`src/rtl/fifo_rd_adapter.sv`:
```
// fifo_rd_adapter
//   Read-side adapter for a synchronous FIFO with a fixed 1-cycle read latency.
//   Read strobes are issued from the FIFO level and a local credit count. The
//   returning data lands in a small skid buffer, which is presented to the
//   consumer as a valid/ready stream. Because of the credit check, consumer
//   back-pressure can never overflow the buffer or underflow the FIFO.
//
// Ports
//   i_clk            clock, all state on rising edge
//   i_rst            synchronous reset, active-high
//   i_fifo_level     FIFO occupancy, registered inside the FIFO
//   o_fifo_rden      read strobe to the FIFO
//   i_fifo_data      FIFO read data
//   i_fifo_data_vld  FIFO read data valid, one cycle after o_fifo_rden
//   o_m_data         stream data (skid buffer head)
//   o_m_valid        stream valid
//   i_m_ready        stream ready
//   o_err_spurious   sticky: data returned with no read in flight
//   o_err_missing    sticky: read in flight but no data returned
//   o_beat_cnt       delivered beats (wrapping), stats build only
//   o_stall_cnt      valid & ~ready cycles (saturating), stats build only
//
// Build option
//   RD_ADPT_STATS_EN  when defined, the beat/stall counters are built;
//                     otherwise both counter ports are tied to 0.

module fifo_rd_adapter #(
  parameter int DATA_WIDTH = 64,
  parameter int LEVEL_W    = 5,
  parameter int BUF_DEPTH  = 4,
  parameter int BUF_LOG2   = $clog2(BUF_DEPTH)
) (
  input  logic                  i_clk,
  input  logic                  i_rst,
  input  logic [LEVEL_W-1:0]    i_fifo_level,
  output logic                  o_fifo_rden,
  input  logic [DATA_WIDTH-1:0] i_fifo_data,
  input  logic                  i_fifo_data_vld,
  output logic [DATA_WIDTH-1:0] o_m_data,
  output logic                  o_m_valid,
  input  logic                  i_m_ready,
  output logic                  o_err_spurious,
  output logic                  o_err_missing,
  output logic [31:0]           o_beat_cnt,
  output logic [31:0]           o_stall_cnt
);

  // occupancy needs one extra bit to represent a completely full buffer
  localparam int                OCC_W   = BUF_LOG2 + 1;
  localparam logic [OCC_W-1:0]  DEPTH_C = OCC_W'(BUF_DEPTH);

  logic [DATA_WIDTH-1:0] r_buf [BUF_DEPTH];
  logic [BUF_LOG2-1:0]   r_wr_ptr;
  logic [BUF_LOG2-1:0]   r_rd_ptr;
  logic [OCC_W-1:0]      r_occ;
  logic                  r_inflight;
  logic                  r_err_spurious;
  logic                  r_err_missing;

  logic [OCC_W-1:0]      w_used;
  logic                  w_rden;
  logic                  w_push;
  logic                  w_valid;
  logic                  w_pop;

  // A read in flight already owns a buffer slot, so it counts against credit.
  assign w_used  = r_occ + OCC_W'(r_inflight);
  assign w_rden  = ~i_rst & (i_fifo_level != '0) & (w_used < DEPTH_C);

  // Data without a matching read is discarded, never written.
  assign w_push  = i_fifo_data_vld & r_inflight;
  assign w_valid = (r_occ != '0);
  assign w_pop   = w_valid & i_m_ready;

  always_ff @(posedge i_clk) begin
    if (i_rst) begin
      r_wr_ptr       <= '0;
      r_rd_ptr       <= '0;
      r_occ          <= '0;
      r_inflight     <= 1'b0;
      r_err_spurious <= 1'b0;
      r_err_missing  <= 1'b0;
      // cleared so the head reads 0 straight after reset
      for (int i = 0; i < BUF_DEPTH; i++) begin
        r_buf[i] <= '0;
      end
    end else begin
      r_inflight <= w_rden;

      if (w_push) begin
        r_buf[r_wr_ptr] <= i_fifo_data;
        r_wr_ptr        <= r_wr_ptr + BUF_LOG2'(1);
      end

      if (w_pop) begin
        r_rd_ptr <= r_rd_ptr + BUF_LOG2'(1);
      end

      case ({w_push, w_pop})
        2'b10:   r_occ <= r_occ + OCC_W'(1);
        2'b01:   r_occ <= r_occ - OCC_W'(1);
        default: r_occ <= r_occ;
      endcase

      if (i_fifo_data_vld & ~r_inflight) begin
        r_err_spurious <= 1'b1;
      end
      // A missing return frees its credit implicitly: r_inflight drops anyway.
      if (r_inflight & ~i_fifo_data_vld) begin
        r_err_missing <= 1'b1;
      end
    end
  end

  assign o_fifo_rden    = w_rden;
  assign o_m_valid      = w_valid;
  assign o_m_data       = r_buf[r_rd_ptr];
  assign o_err_spurious = r_err_spurious;
  assign o_err_missing  = r_err_missing;

`ifdef RD_ADPT_STATS_EN
  logic [31:0] r_beat_cnt;
  logic [31:0] r_stall_cnt;

  always_ff @(posedge i_clk) begin
    if (i_rst) begin
      r_beat_cnt  <= '0;
      r_stall_cnt <= '0;
    end else begin
      if (w_pop) begin
        r_beat_cnt <= r_beat_cnt + 32'd1;
      end
      if (w_valid & ~i_m_ready & (r_stall_cnt != '1)) begin
        r_stall_cnt <= r_stall_cnt + 32'd1;
      end
    end
  end

  assign o_beat_cnt  = r_beat_cnt;
  assign o_stall_cnt = r_stall_cnt;
`else
  assign o_beat_cnt  = '0;
  assign o_stall_cnt = '0;
`endif

endmodule

```
`config.mk`:
```
export PLATFORM = sky130hd
export DESIGN_NAME = fifo_rd_adapter
export DESIGN_NICKNAME = d
export VERILOG_FILES = /design/src/rtl/fifo_rd_adapter.sv
export SDC_FILE = /design/constraint.sdc
export NUM_CORES = 1
export LEC_CHECK = 0
export ABC_AREA = 1
export CELL_PAD_IN_SITES_DETAIL_PLACEMENT = 0
export CELL_PAD_IN_SITES_GLOBAL_PLACEMENT = 1
export CORE_UTILIZATION = 45
export DETAILED_ROUTE_END_ITERATION = 10
export PLACE_DENSITY = 0.92
export SYNTH_ARGS = -nofsm -noshare
export SYNTH_HDL_FRONTEND = slang
export SYNTH_SLANG_ARGS = --single-unit
export TNS_END_PERCENT = 100
```
`constraint.sdc`:
```
create_clock -name i_clk -period 20.4 [get_ports i_clk]
set_input_delay 4.08 -clock i_clk [delete_from_list [all_inputs] [get_ports i_clk]]
set_output_delay 4.08 -clock i_clk [all_outputs]
set_load 0.01 [all_outputs]
```
==> metrics.md, run 1 <==
| Metric | Value |
|---|---|
| Outcome | `completed` |
| Drt drc | `0` |
| Via density per instance | `5.13` |
| Slowest cell on crit path | `clkdlybuf4s50_1` |
| Final net count | `1,301` |
| Ant. Diodes | `0` |
| Pwr/cell area | `112 nW/um^2` |
| Io pins | `205` |
| Area of the mapped netlist | `11,800 um^2` |
| Layout Cells excl Fill | `1,578` |
| Least-Margin Pin Slew | `1.07 ns` |
| Routed Antenna Nets | `0` |
| Layout area overhead | `19.1%` |
| Final Hold Vio Count | `0` |
| Crit path top cell by count | `clkdlybuf4s50_1` |
| Fill count | `2,193` |
| CP Data Arrival Time | `5.68 ns` |
| Tot GR Track Use | `19.9%` |
| Clk sinks | `268` |
| Worst Skew | `0.00752 ns` |
| Die H | `164 um` |
| Cells after Synth | `1,116` |
| Crit Path Max Fanout | `10` |
| TritonCTS clock tree | `done` |
| Setup WS post-layout | `10.64 ns` |
| Total congestion overflow | `0` |
| Hold buffers post-CTS | `0` |
| Setup TNS | `0 ns` |
| WS Path Type | `input port to output pin` |
| Hold-critical path depth | `2` |
| Vias in the first global route | `7,981` |
| Yosys reg bits | `268` |
| Largest net degree at the start of global routing | `107` |
| GP Congestion | `0.725` |
| DRT Pass-1 Iters | `5` |
| CP peak stage delay | `0.54 ns` |
| Post-synthesis average cell area | `10.6 um^2` |
| Drt total wl | `26,300 um` |
| Vias | `8,094` |
| Post_cts resized | `0` |
| Unique masters post-synth | `20` |
| Wire per inst | `16.6 um` |
| DRT iter0 DRCs | `618` |
| Sequential cell area fraction in the yosys report | `67.2%` |
| Final cycle utilization of the critical path | `47.8%` |
| Tmin final | `9.76 ns` |
| # port buffers | `140` |
| Fin. max-slew vios | `0` |
| YS warnings | `0` |
| Worst-case vdd ir drop | `0.0000770 V` |
| H-tree Lvls | `1` |
| Root buffer cell | `clkbuf_16` |
| Die footprint | `26,900 um^2` |
| Initial Utilization | `46.3%` |
| First-pass GRT wire length | `41,400 um` |
| Crit path launch type | `input port` |
| Worst slack, placed | `10.63 ns` |
| Die W | `164 um` |
| Initial antenna violation count | `0` |
| Worst reg2reg setup slack | `16.57 ns` |
| Main flop type after synthesis | `edfxtp_1` |
| Clock insertion delay at the later pin of the skew report | `0.53 ns` |
| HPWL after detailed placement | `13,600 um` |
| Placement Rows | `58` |
| Max_slew headroom | `28.5%` |
| EDFF count, synth | `256` |
| Core area | `25,500 um^2` |
| Proportion of layout cells with a drive suffix above 1 | `5.13%` |
| RSZ-0062 raised after global routing | `no` |
| DP Cell Count | `1,526` |
| Synth async-reset ratio | `0%` |
| # setup viols final | `0` |
| Leak | `5.50 nW` |
| Final Util | `55.2%` |
| CTS max path bufs | `3` |
| Clock transition at path regs | `0.06 ns` |
| Critical path, cell by cell | `clkdlybuf4s50_1, inv_2, o21ai_0, nor2_1, clkdlybuf4s50_1` |
| Clock buffer count from CTS | `28` |
| MaxCap Viol Count | `0` |
| Pwr Total | `0.00158 W` |
| R2R cell count | `5` |
| # Post-CTS Setup Buffers | `0` |
| Worst setup EP type | `output pin` |
| WP data required | `16.32 ns` |
| Fmax | `103 MHz` |
| Worst min path class | `flip-flop to flip-flop` |
## Yosys cell counts, types with 2 or more instances
cell type  number  area (um^2)
clkbuf_1       41          154
inv_2           3         11.3
buf_4          69          518
edfxtp_1      256         7690
nand2_1        80          300
inv_1          80          300
a21oi_1         4         20.0
buf_6           2         22.5
nor2_1        336         1260
o21ai_0       137          686
o22ai_1        64          400
dfxtp_1        12          240
nand3_1         5         25.0
buf_2          21          105
## logic make-up (layout without fill, tap and decap cells)
| family | count (synthesis) | after routing | synth area share (%) |
|---|---|---|---|
| fa+ha+maj | 2 | 2 | 0.276 |
| buf+inv | 216 | 285 | 9.42 |
| simple gates | 423 | 423 | 13.6 |
| xor+xnor | 1 | 1 | 0.0743 |
| compound gates | 205 | 205 | 9.38 |
| other cells | 1 | 64 | 0.0318 |
| flops | 268 | 268 | 67.2 |
## routing by layer
metal  up-vias  GRT usage [%]  wire length [um]
met5         -              0                 0
met4         0           4.71               315
met3        28           2.65              1780
met2       310           34.4             12900
met1      3898           26.7             11200
li1       3858              -                 -
## critical path: cells and delay by family
family	cells	cell delay, ns
compound gates	1	0.16
buf+inv	3	1.33
simple gates	1	0.11
## metrics by stage
stage	instance area [um^2]	hold slack, ns
after global routing	14000	0.524
after global placement	13200	0.459
final	14000	0.483
after floorplan	12000	0.459
after CTS	14000	0.491
after detailed placement	13200	0.473
## cell usage in the layout (no fill, tap or decap)
cell | Yosys | final
nand3_1 | 5 | 4
xor2_1 | 1 | 1
clkbuf_16 | 0 | 29
nand2_2 | 1 | 1
dfxtp_4 | 0 | 1
o21ai_4 | 0 | 2
a21oi_1 | 4 | 4
ha_1 | 1 | 1
dfxtp_1 | 12 | 10
bufinv_16 | 0 | 2
dfxtp_2 | 0 | 1
edfxtp_1 | 256 | 256
buf_4 | 69 | 10
o21ai_0 | 137 | 135
clkinv_2 | 0 | 9
nand2_4 | 0 | 1
conb_1 | 1 | 64
o22ai_1 | 64 | 64
nand2_1 | 80 | 79
inv_1 | 80 | 77
clkinvlp_4 | 0 | 1
inv_2 | 3 | 4
clkinv_1 | 0 | 8
nand3_4 | 0 | 1
inv_4 | 0 | 1
clkdlybuf4s50_1 | 0 | 140
fa_1 | 1 | 1
nor2_1 | 336 | 336
nor2_4 | 1 | 1
clkbuf_1 | 41 | 4
## layout make-up
type / count / area [um^2] / area share, %
clock buffer: 33 / 741 / 5.27
inverter: 83 / 315 / 2.24
multi-input combinational: 695 / 3030 / 21.6
sequential: 268 / 7930 / 56.5
tap: 330 / 413 / 2.94
clock inverter: 19 / 138 / 0.980
timing repair buffer: 150 / 1480 / 10.5
## where the power goes
group | switching (W) | internal (W) | total (W)
clock | 0.000203 | 0.000283 | 0.000486
sequential | 0.0000171 | 0.000648 | 0.000665
combinational | 0.000250 | 0.000178 | 0.000428
## sequential cells by signal, indices dropped and copies added (netlist names), named ones only
name and cells:
r_buf 256, r_occ 3, r_rd_ptr 2, r_wr_ptr 2, o_err_missing 1, o_err_spurious 1
r_inflight 1
## path summary, 6_finish.rpt
| path | start | endpoint |
|---|---|---|
| setup / recovery | i_rst | o_fifo_rden |
| setup reg to reg | r_inflight$_SDFF_PP0_ | r_buf[0][61]$_SDFFCE_PN0P_ |
| hold / removal | o_err_missing$_SDFFE_PP0P_ | o_err_missing$_SDFFE_PP0P_ |
| hold reg to reg | o_err_missing$_SDFFE_PP0P_ | o_err_missing$_SDFFE_PP0P_ |
No activity file was read; power rests on OpenSTA's default activity.
==> run 2: changes to the inputs <==
--- a/config.mk
+++ b/config.mk
@@ -8,9 +8,9 @@
 export ABC_AREA = 1
 export CELL_PAD_IN_SITES_DETAIL_PLACEMENT = 0
 export CELL_PAD_IN_SITES_GLOBAL_PLACEMENT = 1
-export CORE_UTILIZATION = 45
+export CORE_UTILIZATION = 37
 export DETAILED_ROUTE_END_ITERATION = 10
-export PLACE_DENSITY = 0.92
+export PLACE_DENSITY = 0.82
 export SYNTH_ARGS = -nofsm -noshare
 export SYNTH_HDL_FRONTEND = slang
 export SYNTH_SLANG_ARGS = --single-unit
==> constraint.sdc (replaced) <==
create_clock -name i_clk -period 8.5 [get_ports i_clk]
set_input_delay 1.7 -clock i_clk [delete_from_list [all_inputs] [get_ports i_clk]]
set_output_delay 1.7 -clock i_clk [all_outputs]
set_load 0.01 [all_outputs]
==> run 2 against run 1 <==
Against the previous run: worst setup slack worse by 7.2 ns; sequential cell count stayed put; worst hold slack worse by 0.0065 ns; clock power is 130% higher; via count is 0.42% higher; sequential power is 140% higher; cell count is 4.6% higher; critical path depth is 1 higher; sequential share of layout area is 0.21 points lower; non-clock buffer count stayed put; die area is 21% higher; register-to-register slack worse by 12 ns; critical path type is now flip-flop to output pin.
==> metrics.md, run 2 (synthesized netlist as in run 1, its figures left out) <==
| Metric | Value |
|---|---|
| Outcome | `completed (unchanged)` |
| DRT iter0 DRCs | `538 (was 618)` |
| Tot GR Track Use | `17.0% (was 19.9%)` |
| Setup TNS | `0 ns (unchanged)` |
| GP Congestion | `0.717 (was 0.725)` |
| GR peak layer | `met2 (unchanged)` |
| Met1 Resource Use GR | `21.5% (was 26.7%)` |
| Critical path, cell by cell | `buf_4, inv_2, buf_4, o21ai_0, o22ai_1, clkdlybuf4s50_1 (was clkdlybuf4s50_1, inv_2, o21ai_0, nor2_1, clkdlybuf4s50_1)` |
| HPWL after detailed placement | `14,900 um (was 13,600 um)` |
| Die W | `181 um (was 164 um)` |
| Crit path top cell by count | `buf_4 (was clkdlybuf4s50_1)` |
| Grt met2 use | `31.0% (was 34.4%)` |
| WP data required | `6.80 ns (was 16.32 ns)` |
| Clock buffer count from CTS | `29 (was 28)` |
| Routed Antenna Nets | `0 (unchanged)` |
| Initial antenna violation count | `0 (unchanged)` |
| Io pins | `205 (unchanged)` |
| CP Data Arrival Time | `3.39 ns (was 5.68 ns)` |
| Clk sinks | `268 (unchanged)` |
| Clock transition at path regs | `0.06 ns (about the same)` |
| Top flop regs | `r_buf: 256 flops, r_occ: 3 flops (unchanged)` |
| WS Path Type | `flip-flop to output pin (was input port to output pin)` |
| Drt total wl | `28,000 um (was 26,300 um)` |
| DRT Pass-1 Iters | `5 (unchanged)` |
| Worst Skew | `0.00966 ns (was 0.00752 ns)` |
| Pwr/cell area | `268 nW/um^2 (was 112 nW/um^2)` |
| Crit path launch type | `flip-flop (was input port)` |
| Met3 GRT Util | `2.20% (was 2.65%)` |
| First-pass GRT wire length | `43,300 um (was 41,400 um)` |
| Commonest cells after routing, fill and taps aside | `nor2_1 (336), edfxtp_1 (256), clkdlybuf4s50_1 (140) (unchanged)` |
| # port buffers | `140 (unchanged)` |
| Tmin final | `5.09 ns` |
| Worst setup EP type | `output pin (unchanged)` |
| Fmax | `196 MHz` |
| MaxCap Viol Count | `0 (unchanged)` |
| Via density per instance | `4.92 (was 5.13)` |
| Placement Rows | `65 (was 58)` |
| Largest net degree at the start of global routing | `107 (unchanged)` |
| # setup viols final | `0 (unchanged)` |
| Ant. Diodes | `0 (unchanged)` |
| Max_slew headroom | `25.3% (was 28.5%)` |
| Slowest cell on crit path | `clkdlybuf4s50_1 (unchanged)` |
| Fin. max-slew vios | `0 (unchanged)` |
| Cell count along the critical path | `6 (was 5)` |
| CP peak stage delay | `0.61 ns (was 0.54 ns)` |
| Setup WS post-layout | `3.41 ns (was 10.64 ns)` |
| Total congestion overflow | `0 (unchanged)` |
| Launch point of the worst reg-to-reg path | `r_inflight$_SDFF_PP0_ (unchanged)` |
| Worst reg2reg setup slack | `4.69 ns (was 16.57 ns)` |
| R2R cell count | `5 (unchanged)` |
| Vias | `8,128 (was 8,094)` |
| CTS max path bufs | `3 (unchanged)` |
| Crit-path leading delay family | `buffers and inverters (unchanged)` |
| Clock insertion delay at the later pin of the skew report | `0.53 ns (about the same)` |
| Die H | `181 um (was 164 um)` |
| Leak | `5.47 nW (was 5.50 nW)` |
| Hold path start | `o_err_spurious$_SDFFE_PP0P_ (was o_err_missing$_SDFFE_PP0P_)` |
| Initial Utilization | `37.5% (was 46.3%)` |
| R2R Path End | `r_buf[0][43]$_SDFFCE_PN0P_ (was r_buf[0][61]$_SDFFCE_PN0P_)` |
| TritonCTS clock tree | `done (unchanged)` |
| CP bufs+invs | `4 (was 3)` |
| Hold buffers post-CTS | `0 (unchanged)` |
| Die footprint | `32,600 um^2 (was 26,900 um^2)` |
| Final Hold Vio Count | `0 (unchanged)` |
| Wire per inst | `17.0 um (was 16.6 um)` |
| Most common cell after layout, fill and taps aside | `nor2_1 (unchanged)` |
| Final net count | `1,302 (was 1,301)` |
| RSZ-0062 raised after global routing | `no (unchanged)` |
| Worst slack, placed | `2.79 ns (was 10.63 ns)` |
| Crit Path Max Fanout | `65 (was 10)` |
| Vias in the first global route | `8,040 (was 7,981)` |
| H-tree Lvls | `1 (unchanged)` |
| Worst min path class | `flip-flop to flip-flop (unchanged)` |
| Worst-case vdd ir drop | `0.000185 V (was 0.0000770 V)` |
| Drt drc | `0 (unchanged)` |
| Hold-critical path depth | `2 (unchanged)` |
| Biggest register | `r_buf (unchanged)` |
| # Post-CTS Setup Buffers | `0 (unchanged)` |
| Final cycle utilization of the critical path | `59.9%` |
| Core area | `31,500 um^2 (was 25,500 um^2)` |
| Root buffer cell | `clkbuf_16 (unchanged)` |
| Hold path endpoint | `o_err_spurious$_SDFFE_PP0P_ (was o_err_missing$_SDFFE_PP0P_)` |
| Proportion of layout cells with a drive suffix above 1 | `4.48% (was 5.13%)` |
| Max reg flops | `256 (unchanged)` |
| Least-Margin Pin Slew | `1.12 ns (was 1.07 ns)` |
| Post_cts resized | `0 (unchanged)` |
| Layout area overhead | `19.6% (was 19.1%)` |
==> run 2: cell count changes in the layout (fill, tap and decap cells not counted) <==
cell and change:
clkbuf_1 +11, clkinv_2 -8, bufinv_16 -2, clkbuf_8 +2, clkinv_1 -2
==> run 2: where the power goes <==
group | internal [W] | total [W] | leakage [nW] | switching, W
clock | 0.000646 | 0.00113 | 0.399 | 0.000486
combinational | 0.000429 | 0.00104 | 2.32 | 0.000614
sequential | 0.00156 | 0.00160 | 2.75 | 0.0000465
==> run 2: worst max-delay path by stage <==
stage,start,to,slack [ns]
final,flip-flop,o_m_data[8],3.41
after global routing,i_fifo_data_vld,r_buf[0][34]$_SDFFCE_PN0P_,3.20
after CTS,i_fifo_data_vld,r_buf[0][34]$_SDFFCE_PN0P_,3.38
after detailed placement,i_fifo_data_vld,r_buf[0][39]$_SDFFCE_PN0P_,2.79
after global placement,i_fifo_data_vld,r_buf[0][39]$_SDFFCE_PN0P_,2.86
after floorplan,i_fifo_data_vld,r_buf[1][0]$_SDFFCE_PN0P_,1.61
==> run 2: area by class of cell <==
cell class | instances | area (um^2)
fillers | 2951 | 17400
flip-flops and latches | 268 | 7930
multi-input cells | 695 | 3030
repair buffers | 150 | 1480
clock buffers | 46 | 810
well taps | 402 | 503
inverters | 83 | 315
clock inverters | 7 | 30.0
==> run 2: per-layer routing <==
layer / vias up / share of wire [%]
met5: - / 0
met2: 278 / 52
li1: 3859 / -
met1: 3958 / 41
met3: 33 / 5.5
met4: 0 / 1.5
==> run 2: metrics by stage <==
| step | cell area (um^2) | hold slack [ns] | std cells | power (W) | util [%] |
|---|---|---|---|---|---|
| after floorplan | 12000 | 0.459 | 1179 | 0.00219 | - |
| after global routing | 14100 | 0.521 | 1651 | 0.00395 | 44.8 |
| final | 14100 | 0.476 | 1651 | 0.00378 | 44.8 |
| after detailed placement | 13300 | 0.465 | 1598 | 0.00269 | 42.1 |
| after global placement | 13300 | 0.463 | 1598 | 0.00267 | 42.1 |
| after CTS | 14100 | 0.490 | 1651 | 0.00381 | 44.8 |
==> run 2: worst min-delay path: stages, from the launching register on <==
cell,delay [ns]
dfxtp_1,0.33
nor2_1,0.05
nor2_1,0.07
==> run 3: changes to the inputs <==
--- a/config.mk
+++ b/config.mk
@@ -8,9 +8,9 @@
 export ABC_AREA = 1
 export CELL_PAD_IN_SITES_DETAIL_PLACEMENT = 0
 export CELL_PAD_IN_SITES_GLOBAL_PLACEMENT = 1
-export CORE_UTILIZATION = 37
+export CORE_UTILIZATION = 41
 export DETAILED_ROUTE_END_ITERATION = 10
-export PLACE_DENSITY = 0.82
+export PLACE_DENSITY = 0.85
 export SYNTH_ARGS = -nofsm -noshare
 export SYNTH_HDL_FRONTEND = slang
 export SYNTH_SLANG_ARGS = --single-unit
==> constraint.sdc (replaced) <==
create_clock -name i_clk -period 4.7 [get_ports i_clk]
set_input_delay 0.94 -clock i_clk [delete_from_list [all_inputs] [get_ports i_clk]]
set_output_delay 0.94 -clock i_clk [all_outputs]
set_load 0.01 [all_outputs]
==> run 3 against run 2 <==
Against the previous run: largest cell class unchanged; via count about the same; global-route usage increased by 1.8 points; sequential share of layout area decreased by 0.21 points; count of clock-buffer cells in the layout decreased by 9; combinational power increased by 80%; first-iteration DRC count decreased by 9.5%; routed wire length decreased by 1.5%; clock skew about the same.
==> metrics.md, run 3 (synthesized netlist as in run 1, its figures left out) <==
| Metric | Value |
|---|---|
| Outcome | `completed (unchanged)` |
| Root buffer cell | `clkbuf_16 (unchanged)` |
| Final cycle utilization of the critical path | `86.9%` |
| WP data required | `3.76 ns (was 6.80 ns)` |
| Hold path start | `o_err_missing$_SDFFE_PP0P_ (was o_err_spurious$_SDFFE_PP0P_)` |
| Met3 wire length | `2120 um (was 1540 um)` |
| GP Congestion | `0.724 (was 0.717)` |
| Max Used Layer | `met4 (unchanged)` |
| Setup WS post-layout | `0.614 ns (was 3.41 ns)` |
| CP Data Arrival Time | `3.15 ns (was 3.39 ns)` |
| Vias | `8,120 (was 8,128)` |
| Drt total wl | `27,600 um (was 28,000 um)` |
| Top flop regs | `r_buf: 256 flops, r_occ: 3 flops (unchanged)` |
| Clock transition at path regs | `0.06 ns (about the same)` |
| Initial antenna violation count | `0 (unchanged)` |
| Tot GR Track Use | `18.8% (was 17.0%)` |
| Least-Margin Pin Slew | `1.10 ns (was 1.12 ns)` |
| Core area | `28,000 um^2 (was 31,500 um^2)` |
| Launch point of the worst reg-to-reg path | `r_inflight$_SDFF_PP0_ (unchanged)` |
| R2R cell count | `7 (was 5)` |
| Worst reg2reg setup slack | `2.24 ns (was 4.69 ns)` |
| Tmin final | `4.09 ns` |
| Post_cts resized | `0 (unchanged)` |
| DRT Pass-1 Iters | `7 (was 5)` |
| # port buffers | `140 (unchanged)` |
| Worst slack, placed | `1.15 ns (was 2.79 ns)` |
| Setup TNS | `0 ns (unchanged)` |
| Final net count | `1,305 (was 1,302)` |
| Worst min path class | `flip-flop to flip-flop (unchanged)` |
| Die W | `172 um (was 181 um)` |
| HPWL after detailed placement | `14,500 um (was 14,900 um)` |
| Max_slew headroom | `26.4% (was 25.3%)` |
| Fill count | `2,541 (was 2,951)` |
| Largest net degree at the start of global routing | `88 (was 107)` |
| Final Hold Vio Count | `0 (unchanged)` |
| Crit path launch type | `flip-flop (unchanged)` |
| Register area | `7930 um^2 (unchanged)` |
| H-tree Lvls | `1 (unchanged)` |
| Clk sinks | `268 (unchanged)` |
| Proportion of layout cells with a drive suffix above 1 | `4.95% (was 4.48%)` |
| Drt drc | `0 (unchanged)` |
| Fin. max-slew vios | `0 (unchanged)` |
| R2R Path End | `r_buf[3][44]$_DFFE_PP_ (was r_buf[0][43]$_SDFFCE_PN0P_)` |
| Die footprint | `29,400 um^2 (was 32,600 um^2)` |
| Pwr/cell area | `486 nW/um^2 (was 268 nW/um^2)` |
| Wire per inst | `16.9 um (was 17.0 um)` |
| RSZ-0062 raised after global routing | `no (unchanged)` |
| Via density per instance | `4.98 (was 4.92)` |
| Met1 wire length | `11,700 um (was 11,600 um)` |
| Met2 routed WL | `13,500 um (was 14,400 um)` |
| Layout area overhead | `20.0% (was 19.6%)` |
| Leak | `5.52 nW (was 5.47 nW)` |
| Worst-case vdd ir drop | `0.000260 V (was 0.000185 V)` |
| Clock buffer count from CTS | `28 (was 29)` |
| WS Path Type | `flip-flop to output pin (unchanged)` |
| Hold-critical path depth | `2 (unchanged)` |
| Hold path endpoint | `o_err_missing$_SDFFE_PP0P_ (was o_err_spurious$_SDFFE_PP0P_)` |
| Initial Utilization | `42.1% (was 37.5%)` |
| Final instance area | `14,200 um^2 (was 14,100 um^2)` |
| Biggest register | `r_buf (unchanged)` |
| Worst setup EP type | `output pin (unchanged)` |
| Placed Area | `13,300 um^2 (about the same)` |
| Commonest cells after routing, fill and taps aside | `nor2_1 (336), edfxtp_1 (256), clkdlybuf4s50_1 (140) (unchanged)` |
| Pwr Total | `0.00687 W (was 0.00378 W)` |
| MaxCap Viol Count | `0 (unchanged)` |
| Hold buffers post-CTS | `0 (unchanged)` |
| Ant. Diodes | `0 (unchanged)` |
| Routed Antenna Nets | `0 (unchanged)` |
| Placement Rows | `61 (was 65)` |
| DRT iter0 DRCs | `487 (was 538)` |
| First-pass GRT wire length | `42,100 um (was 43,300 um)` |
| Total congestion overflow | `0 (unchanged)` |
| Die H | `172 um (was 181 um)` |
| Vias in the first global route | `7,858 (was 8,040)` |
| Clock insertion delay at the later pin of the skew report | `0.53 ns (about the same)` |
| TritonCTS clock tree | `done (unchanged)` |
| CTS max path bufs | `3 (unchanged)` |
| Crit Path Max Fanout | `78 (was 65)` |
| Multi-input gate area in the final layout | `3030 um^2 (unchanged)` |
| # setup viols final | `0 (unchanged)` |
| Max reg flops | `256 (unchanged)` |
| # Post-CTS Setup Buffers | `0 (unchanged)` |
| Fmax | `245 MHz` |
| Io pins | `205 (unchanged)` |
| Most common cell after layout, fill and taps aside | `nor2_1 (unchanged)` |
| Worst Skew | `0.0101 ns (was 0.00966 ns)` |
| Final Util | `50.5% (was 44.8%)` |
run 3: cell types whose count changed in the layout (fill, tap and decap cells not counted):
cell	delta
clkinv_2	+3
buf_12	+2
clkinvlp_4	-1
clkbuf_1	-7
clkbuf_8	-2
bufinv_16	+2
clkinv_1	+4
buf_4	+2
run 3: final cells by class:
class                   instances  share of cell area, %
multi-input cells             695                   21.4
clock buffers                  37                   5.34
repair buffers                154                   10.8
flip-flops and latches        268                   56.0
inverters                      83                   2.23
well taps                     378                   3.34
clock inverters                15                  0.796
run 3: critical path: stages, from the launching register on:
cell and delay [ns]:
dfxtp_4 0.68, buf_4 0.74, o21ai_0 0.24, o22ai_1 0.30
clkdlybuf4s50_1 0.59
run 3: per-layer routing:
layer | track usage [%] | vias up
met5 | 0 | -
met4 | 4.19 | 0
met3 | 2.55 | 36
met2 | 33.5 | 358
met1 | 24.2 | 3854
li1 | - | 3872
run 3: where the power goes:
| part | switching [W] | total (W) | internal (W) |
|---|---|---|---|
| sequential | 0.0000989 | 0.00291 | 0.00281 |
| combinational | 0.00108 | 0.00187 | 0.000787 |
| clock | 0.000866 | 0.00210 | 0.00123 |
| total | 0.00205 | 0.00687 | 0.00483 |
run 3: stage by stage:
step           cells  hold slack [ns]
3_5_place_dp    1578            0.468
5_1_grt         1630            0.534
3_3_place_gp    1578            0.503
6_report        1630            0.492
4_1_cts         1630            0.500
2_1_floorplan   1179            0.459
run 3: worst max path at each step:
| stage | slack [ns] | startpoint | cells past startpoint | end |
|---|---|---|---|---|
| floorplan | -1.43 | i_fifo_data_vld | 2 | r_buf[1][0]$_SDFFCE_PN0P_ |
| global placement | 1.14 | i_fifo_data_vld | 8 | r_buf[3][20]$_DFFE_PP_ |
| detailed placement | 1.15 | i_fifo_data_vld | 8 | r_buf[3][20]$_DFFE_PP_ |
| CTS | 0.64 | flip-flop | 4 | o_m_data[7] |
| global route | 0.43 | flip-flop | 4 | o_m_data[7] |
| finish | 0.61 | flip-flop | 4 | o_m_data[3] |
